[src/rtl/plat_pkg.sv]
// Shared definitions for the platform scroll scheduler.
//   plat_state_t : sequencer states
//   plat_dbg_t   : debug view of the sequencer (state, slot counter, LFSR)
//   lfsr_step    : one step of the 16-bit Galois LFSR, polynomial x^16+x^14+x^13+x^11+1
package plat_pkg;

   localparam int N_PLAT  = 16;
   localparam int SLOT_W  = $clog2(N_PLAT);
   localparam int COORD_W = 10;
   localparam int Y_MAX   = 479;
   localparam int X_MIN   = 40;
   localparam int SPACING = 30;

   typedef enum logic [2:0] {
      IDLE,
      FILL,
      RD,
      CALC,
      WR,
      DONE
   } plat_state_t;

   typedef struct packed {
      plat_state_t       state;
      logic [SLOT_W-1:0] slot;
      logic [15:0]       lfsr;
   } plat_dbg_t;

   // Right-shifting Galois form: the bit shifted out feeds taps 16,14,13,11.
   function automatic logic [15:0] lfsr_step(input logic [15:0] q);
      lfsr_step = q[0] ? ((q >> 1) ^ 16'hB400) : (q >> 1);
   endfunction

endpackage

[src/rtl/plat_lfsr16.sv]
// Free-running 16-bit Galois LFSR used for platform respawn X positions.
// Ports:
//   Clk     in   system clock
//   Reset_n in   asynchronous active-low reset, loads the seed
//   seed    in   reset value; an all-zero seed is replaced by 1 (the LFSR would lock up)
//   q       out  current LFSR state, advances every Clk cycle
module plat_lfsr16
   import plat_pkg::*;
(
   input  logic        Clk,
   input  logic        Reset_n,
   input  logic [15:0] seed,
   output logic [15:0] q
);

   logic [15:0] seed_safe;

   assign seed_safe = (seed == 16'h0000) ? 16'h0001 : seed;

   always_ff @(posedge Clk or negedge Reset_n) begin
      if (!Reset_n) begin
         q <= seed_safe;
      end else begin
         q <= lfsr_step(q);
      end
   end

endmodule

[src/rtl/plat_scroll_scheduler.sv]
// Sequences the platform register file: initial layout fill and per-frame scroll passes.
// Platforms pushed past the bottom row respawn at the top with a pseudo-random X.
//
// Handshake: load_req and scroll_req are levels, sampled only on frame_tick while
// IDLE (load_req wins). The requester holds its level until done, a one-cycle
// completion pulse. Once a pass starts it runs to the end regardless of the request
// level or further frame ticks.
//
// Ports:
//   Clk, Reset_n        clock, asynchronous active-low reset
//   frame_tick          1-cycle pulse per video frame
//   load_req            request initial layout
//   scroll_req          request scroll pass
//   scroll_amt[7:0]     downward shift in pixels
//   rd_idx              register-file read slot; rd_x/rd_y valid one cycle later
//   rd_x, rd_y          register-file read data
//   wr_en, wr_idx       register-file write strobe and slot
//   wr_x, wr_y          register-file write data
//   busy                a pass is in progress
//   done                1-cycle pulse at the end of a pass
//   scroll_tot[15:0]    accumulated scroll distance, saturating
//   dbg                 state, slot counter and LFSR for observation
module plat_scroll_scheduler
   import plat_pkg::*;
#(
   parameter logic [15:0] SEED = 16'hACE1
) (
   input  logic               Clk,
   input  logic               Reset_n,
   input  logic               frame_tick,
   input  logic               load_req,
   input  logic               scroll_req,
   input  logic [7:0]         scroll_amt,
   output logic [SLOT_W-1:0]  rd_idx,
   input  logic [COORD_W-1:0] rd_x,
   input  logic [COORD_W-1:0] rd_y,
   output logic               wr_en,
   output logic [SLOT_W-1:0]  wr_idx,
   output logic [COORD_W-1:0] wr_x,
   output logic [COORD_W-1:0] wr_y,
   output logic               busy,
   output logic               done,
   output logic [15:0]        scroll_tot,
   output plat_dbg_t          dbg
);

   localparam logic [SLOT_W-1:0] LAST_SLOT = SLOT_W'(N_PLAT - 1);

   plat_state_t        state, state_d;
   logic [SLOT_W-1:0]  slot, slot_d;
   logic [SLOT_W-1:0]  rd_idx_d;
   logic [7:0]         amt, amt_d;
   logic               is_scroll, is_scroll_d;
   logic [COORD_W-1:0] new_x, new_x_d;
   logic [COORD_W-1:0] new_y, new_y_d;
   logic [15:0]        scroll_tot_d;

   logic [15:0]        lfsr_q;
   logic [COORD_W-1:0] lfsr_x;
   logic [COORD_W-1:0] fill_y;
   logic [COORD_W:0]   sum;
   logic               wrap;
   logic [COORD_W-1:0] wrapped_y;
   logic [16:0]        tot_sum;
   logic [15:0]        tot_sat;

   plat_lfsr16 u_lfsr (
      .Clk     (Clk),
      .Reset_n (Reset_n),
      .seed    (SEED),
      .q       (lfsr_q)
   );

   assign lfsr_x = COORD_W'(X_MIN) + COORD_W'(lfsr_q[8:0]);

   // Initial layout: slot 0 sits SPACING above the bottom edge, slot N_PLAT-1 at row 0.
   assign fill_y = COORD_W'(Y_MAX + 1 - SPACING * (int'(slot) + 1));

   // One extra bit so a shift past the bottom row is visible before wrapping.
   assign sum       = {1'b0, rd_y} + (COORD_W+1)'(amt);
   assign wrap      = sum > (COORD_W+1)'(Y_MAX);
   assign wrapped_y = COORD_W'(sum - (COORD_W+1)'(Y_MAX + 1));

   assign tot_sum = {1'b0, scroll_tot} + 17'(amt);
   assign tot_sat = tot_sum[16] ? 16'hFFFF : tot_sum[15:0];

   always_ff @(posedge Clk or negedge Reset_n) begin
      if (!Reset_n) begin
         state      <= IDLE;
         slot       <= '0;
         rd_idx     <= '0;
         amt        <= '0;
         is_scroll  <= 1'b0;
         new_x      <= '0;
         new_y      <= '0;
         scroll_tot <= '0;
      end else begin
         state      <= state_d;
         slot       <= slot_d;
         rd_idx     <= rd_idx_d;
         amt        <= amt_d;
         is_scroll  <= is_scroll_d;
         new_x      <= new_x_d;
         new_y      <= new_y_d;
         scroll_tot <= scroll_tot_d;
      end
   end

   always_comb begin
      state_d      = state;
      slot_d       = slot;
      rd_idx_d     = rd_idx;
      amt_d        = amt;
      is_scroll_d  = is_scroll;
      new_x_d      = new_x;
      new_y_d      = new_y;
      scroll_tot_d = scroll_tot;
      wr_en        = 1'b0;
      wr_idx       = '0;
      wr_x         = '0;
      wr_y         = '0;
      busy         = (state != IDLE);
      done         = (state == DONE);

      case (state)
         IDLE: begin
            if (frame_tick) begin
               if (load_req) begin
                  state_d     = FILL;
                  slot_d      = '0;
                  is_scroll_d = 1'b0;
               end else if (scroll_req) begin
                  amt_d       = scroll_amt;
                  is_scroll_d = 1'b1;
                  slot_d      = '0;
                  if (scroll_amt == 8'd0) begin
                     state_d = DONE;
                  end else begin
                     state_d  = RD;
                     rd_idx_d = '0;
                  end
               end
            end
         end
         FILL: begin
            wr_en  = 1'b1;
            wr_idx = slot;
            wr_x   = lfsr_x;
            wr_y   = fill_y;
            if (slot == LAST_SLOT) begin
               state_d = DONE;
            end else begin
               slot_d = slot + SLOT_W'(1);
            end
         end
         RD: begin
            state_d = CALC;
         end
         CALC: begin
            if (wrap) begin
               new_y_d = wrapped_y;
               new_x_d = lfsr_x;
            end else begin
               new_y_d = sum[COORD_W-1:0];
               new_x_d = rd_x;
            end
            state_d = WR;
         end
         WR: begin
            wr_en  = 1'b1;
            wr_idx = slot;
            wr_x   = new_x;
            wr_y   = new_y;
            if (slot == LAST_SLOT) begin
               state_d = DONE;
            end else begin
               slot_d   = slot + SLOT_W'(1);
               rd_idx_d = slot + SLOT_W'(1);
               state_d  = RD;
            end
         end
         DONE: begin
            if (is_scroll) begin
               scroll_tot_d = tot_sat;
            end
            state_d = IDLE;
         end
         default: begin
            state_d = IDLE;
         end
      endcase
   end

   assign dbg = '{state: state, slot: slot, lfsr: lfsr_q};

endmodule

[config.mk]
export PLATFORM = sky130hd
export DESIGN_NAME = plat_scroll_scheduler
export DESIGN_NICKNAME = d
export VERILOG_FILES = /design/src/rtl/plat_pkg.sv /design/src/rtl/plat_lfsr16.sv /design/src/rtl/plat_scroll_scheduler.sv
export SDC_FILE = /design/constraint.sdc
export NUM_CORES = 1
export LEC_CHECK = 0
export BUFFER_PORTS_ARGS = -buffer_cell sky130_fd_sc_hd__buf_2
export CELL_PAD_IN_SITES_DETAIL_PLACEMENT = 1
export CELL_PAD_IN_SITES_GLOBAL_PLACEMENT = 1
export CORE_MARGIN = 4
export CORE_UTILIZATION = 35
export DETAILED_ROUTE_END_ITERATION = 12
export HOLD_SLACK_MARGIN = 0.03
export PLACE_DENSITY_LB_ADDON = 0.1
export SLEW_MARGIN = 15
export SYNTH_ARGS = -nofsm -noshare
export SYNTH_HDL_FRONTEND = slang
export SYNTH_SLANG_ARGS = --single-unit
[constraint.sdc]
create_clock -name Clk -period 4.1 [get_ports Clk]
set_input_delay 0.41 -clock Clk [delete_from_list [all_inputs] [get_ports Clk]]
set_output_delay 0.41 -clock Clk [all_outputs]
set_load 0.02 [all_outputs]
==> results.toml <==
[power]
p_per_area_nw_per_um2 = 841.8
p_total_mw = 5.041
peakVddDrop_v = 0.0003304
leakagePower_nw = 2.984

[yosys]
synth_area_per_cell_um2 = 9.261
synth_top_area_share_pct = 33.71
synth_area_leaders = "dfrtp_1 (34%), ha_1 (8.4%), nand2_1 (4.8%), dfstp_2 (4.4%), nor2_1 (4.0%)"
ys_async_sr_fraction_pct = 100.0
synthTopCellsByCount = "dfrtp_1 (64), nand2_1 (61), nor2_1 (51)"
ys_types = 64
synth_area_um2 = 4751
yosys_warnings = 0
ys.flop_type = "dfrtp_1"
yosys_register_bits = 72
synth_nets = 583
synthCells = 513
post-synth-top-count-cell = "dfrtp_1"
synth_edf_count = 0
yosys.area.top_type = "dfrtp_1"
seq_area_frac_synth_pct = 38.14

[timing]
fmax_mhz = 240.4
fin_crit_ns = 4.159
rsz0062_at_grt = "yes"
hold_viol = 0
setup_violations = 2
slew-limit-headroom_pct = 36.43
fin_worst_skew_ns = 0.007230
tightest_slew_ns = 0.9535
drv_slew = 0
setup_ws_ns = -0.05908
min_period_over_period_pct = 101.4
whs_ns = 0.1897

[place]
dp_slack_ns = 0.04179
io_buffer_count = 102
hpwlAfterDp_mm = 10.01
place_inst = 782
place_congestion = 0.8233

[drt]
drc_errors = 0
dr.first_iter.drc_count = 213
dr_total_vias = 4188
viasPerCell = 5.190
wl_mm = 13.48
wl_per_cell_um = 16.70
ant_nets = 0
first_pass_iters = 4

[run_status]
violations = "negative setup slack"
outcome = "complete, but fails checks"

[cts]
clk-insertion-delay-late_ns = 0.35
cts_tree = "yes"
path_clk_slew_ns = 0.06
cts_buffers = 9
clockBufferDepth = 2
cts_sinks = 72
cts_root_buffer = "clkbuf_16"
cts_hold_buf = 0
htree_levels = 3

[setup_path]
worstReg2RegStart = "amt[0]$_DFFE_PN0P_"
path_class = "flop to output pin"
r2r_slack_ns = 0.73
cp-end-kind = "output pin"
endpoint = "wr_y[9]"
required_ns = 3.69
reg2reg_depth = 10
setup.worst_path.start_class = "flop"
worstPathArrival_ns = 3.75
r2r_end = "new_x[5]$_DFFE_PN0P_"
worstPathMaxFanout = 4
crit_path_start = "slot[0]$_DFFE_PN0P_"

[layout]
postLayoutCoreUtil_pct = 45.22
antenna_cells = 0
area_growth_pct = 26.05
layout-drive-gt1-share_pct = 29.64
nets = 696
stdcell_count = 807

[floorplan]
die_w_um = 124.5
core_area_um2 = 13240
die_area_um2 = 15500
start_util_pct = 35.87
die_y_um = 124.5
rows = 42
ios = 103

[global_route]
gr-total-overflow = 0
grt_max_degree = 73
grt_pass1_wl_mm = 22.72
grt_use_total_pct = 17.92
antenna_found_initial = 1
grt_pass1_vias = 4435

[hold_path]
hp-class = "input port to async pin"

[job]
maxCapViolations = 0
## layer usage
metal / vias up / global-route usage [%] / wire length [µm]
li1: 2041 / - / -
met1: 2042 / 22.70 / 6123
met2: 84 / 30.28 / 6519
met3: 19 / 3.645 / 582
met4: 2 / 6.383 / 236
met5: - / 0 / 12
## report_power, final
part           switching [mW]  internal [mW]  leakage [nW]  total, mW
sequential              0.198          0.924         0.893       1.12
clock                   0.334          0.477         0.150      0.812
combinational            1.80           1.31          1.94       3.11
total                    2.33           2.71          2.98       5.04
## registers in the layout, summed over array words and instances (netlist names)
name and cells:
is_scroll 1, rd_idx 4, scroll_tot 16, new_x 10
new_y 10, slot 4, amt 8, u_lfsr.q 16
state 3
## metrics by stage
step / setup TNS [ns] / area [µm²]
after floorplan: 0 / 4766
after CTS: -0.1416 / 5904
after global placement: 0 / 5482
final: -0.06008 / 5988
after global routing: -0.5881 / 5988
after detailed placement: 0 / 5482
## critical path, cell delays in order, from the launching register on
cell and delay, ns:
dfrtp_2 0.43, inv_2 0.09, ha_4 0.22, xor2_4 0.16
ha_4 0.28, inv_2 0.03, fa_1 0.50, inv_1 0.05
ha_1 0.27, a21o_1 0.21, a21oi_4 0.18, o21bai_1 0.09
a21oi_1 0.16, xnor2_1 0.17, nand3_1 0.12, xnor2_1 0.15
o21ai_2 0.14, buf_6 0.14
## kinds of logic (layout without fill, tap and decap cells)
kind of cell / count (synthesis) / after routing / synth area share (%)
and+or+nand+nor: 168 / 168 / 16.57
buffers and inverters: 43 / 161 / 3.766
AOI/OAI and AO/OA: 131 / 131 / 18.46
xor gates and xnor gates: 37 / 37 / 6.979
adders and majority gates: 37 / 37 / 10.53
muxes: 25 / 25 / 5.557
DFF: 72 / 72 / 38.14
## cell usage in the layout (no fill, tap or decap), drive strengths merged, types with 5 or more instances in the layout
master	n
a21o	6
o21ai	33
nand2	61
clkbuf	9
inv	26
a21oi	34
nand3	9
dfstp	8
mux2	11
buf	121
and2	7
and3	5
o21a	5
nor2	51
fa	5
a22o	10
xnor2	18
xor2	19
ha	32
o31ai	8
a31oi	15
nor2b	8
mux2i	14
dfrtp	64
## area by class of cell
class,count,area [µm²]
fillers,1587,7254
inverters,24,90.09
multi-input cells,398,2890
repair buffers,121,669.4
clock buffers,9,225.2
well taps,176,220.2
flip-flops and latches,72,1814
clock inverters,7,78.83
## worst min path at each step
| stage | from | end | slack (ns) | depth (start not counted) |
|---|---|---|---|---|
| 2_1_floorplan | Reset_n | amt[0]$_DFFE_PN0P_ | 0.11 | 0 |
| 3_3_place_gp | u_lfsr.q[9]$_DFF_PN0_ | u_lfsr.q[8]$_DFF_PN0_ | 0.35 | 0 |
| 3_5_place_dp | u_lfsr.q[9]$_DFF_PN0_ | u_lfsr.q[8]$_DFF_PN0_ | 0.36 | 0 |
| 4_1_cts | Reset_n | rd_idx[1]$_DFFE_PN0P_ | 0.26 | 1 |
| 5_1_grt | Reset_n | rd_idx[1]$_DFFE_PN0P_ | 0.30 | 1 |
| 6_report | Reset_n | rd_idx[1]$_DFFE_PN0P_ | 0.19 | 1 |
## what timing repair did
action                     4_1_cts  5_1_grt
setup buffers                    7        2
resized for setup               14       12
pin swaps                        5        7
setup endpoints to repair        4        4
hold endpoints to repair         0        0
(Power assumes the default switching activity.)
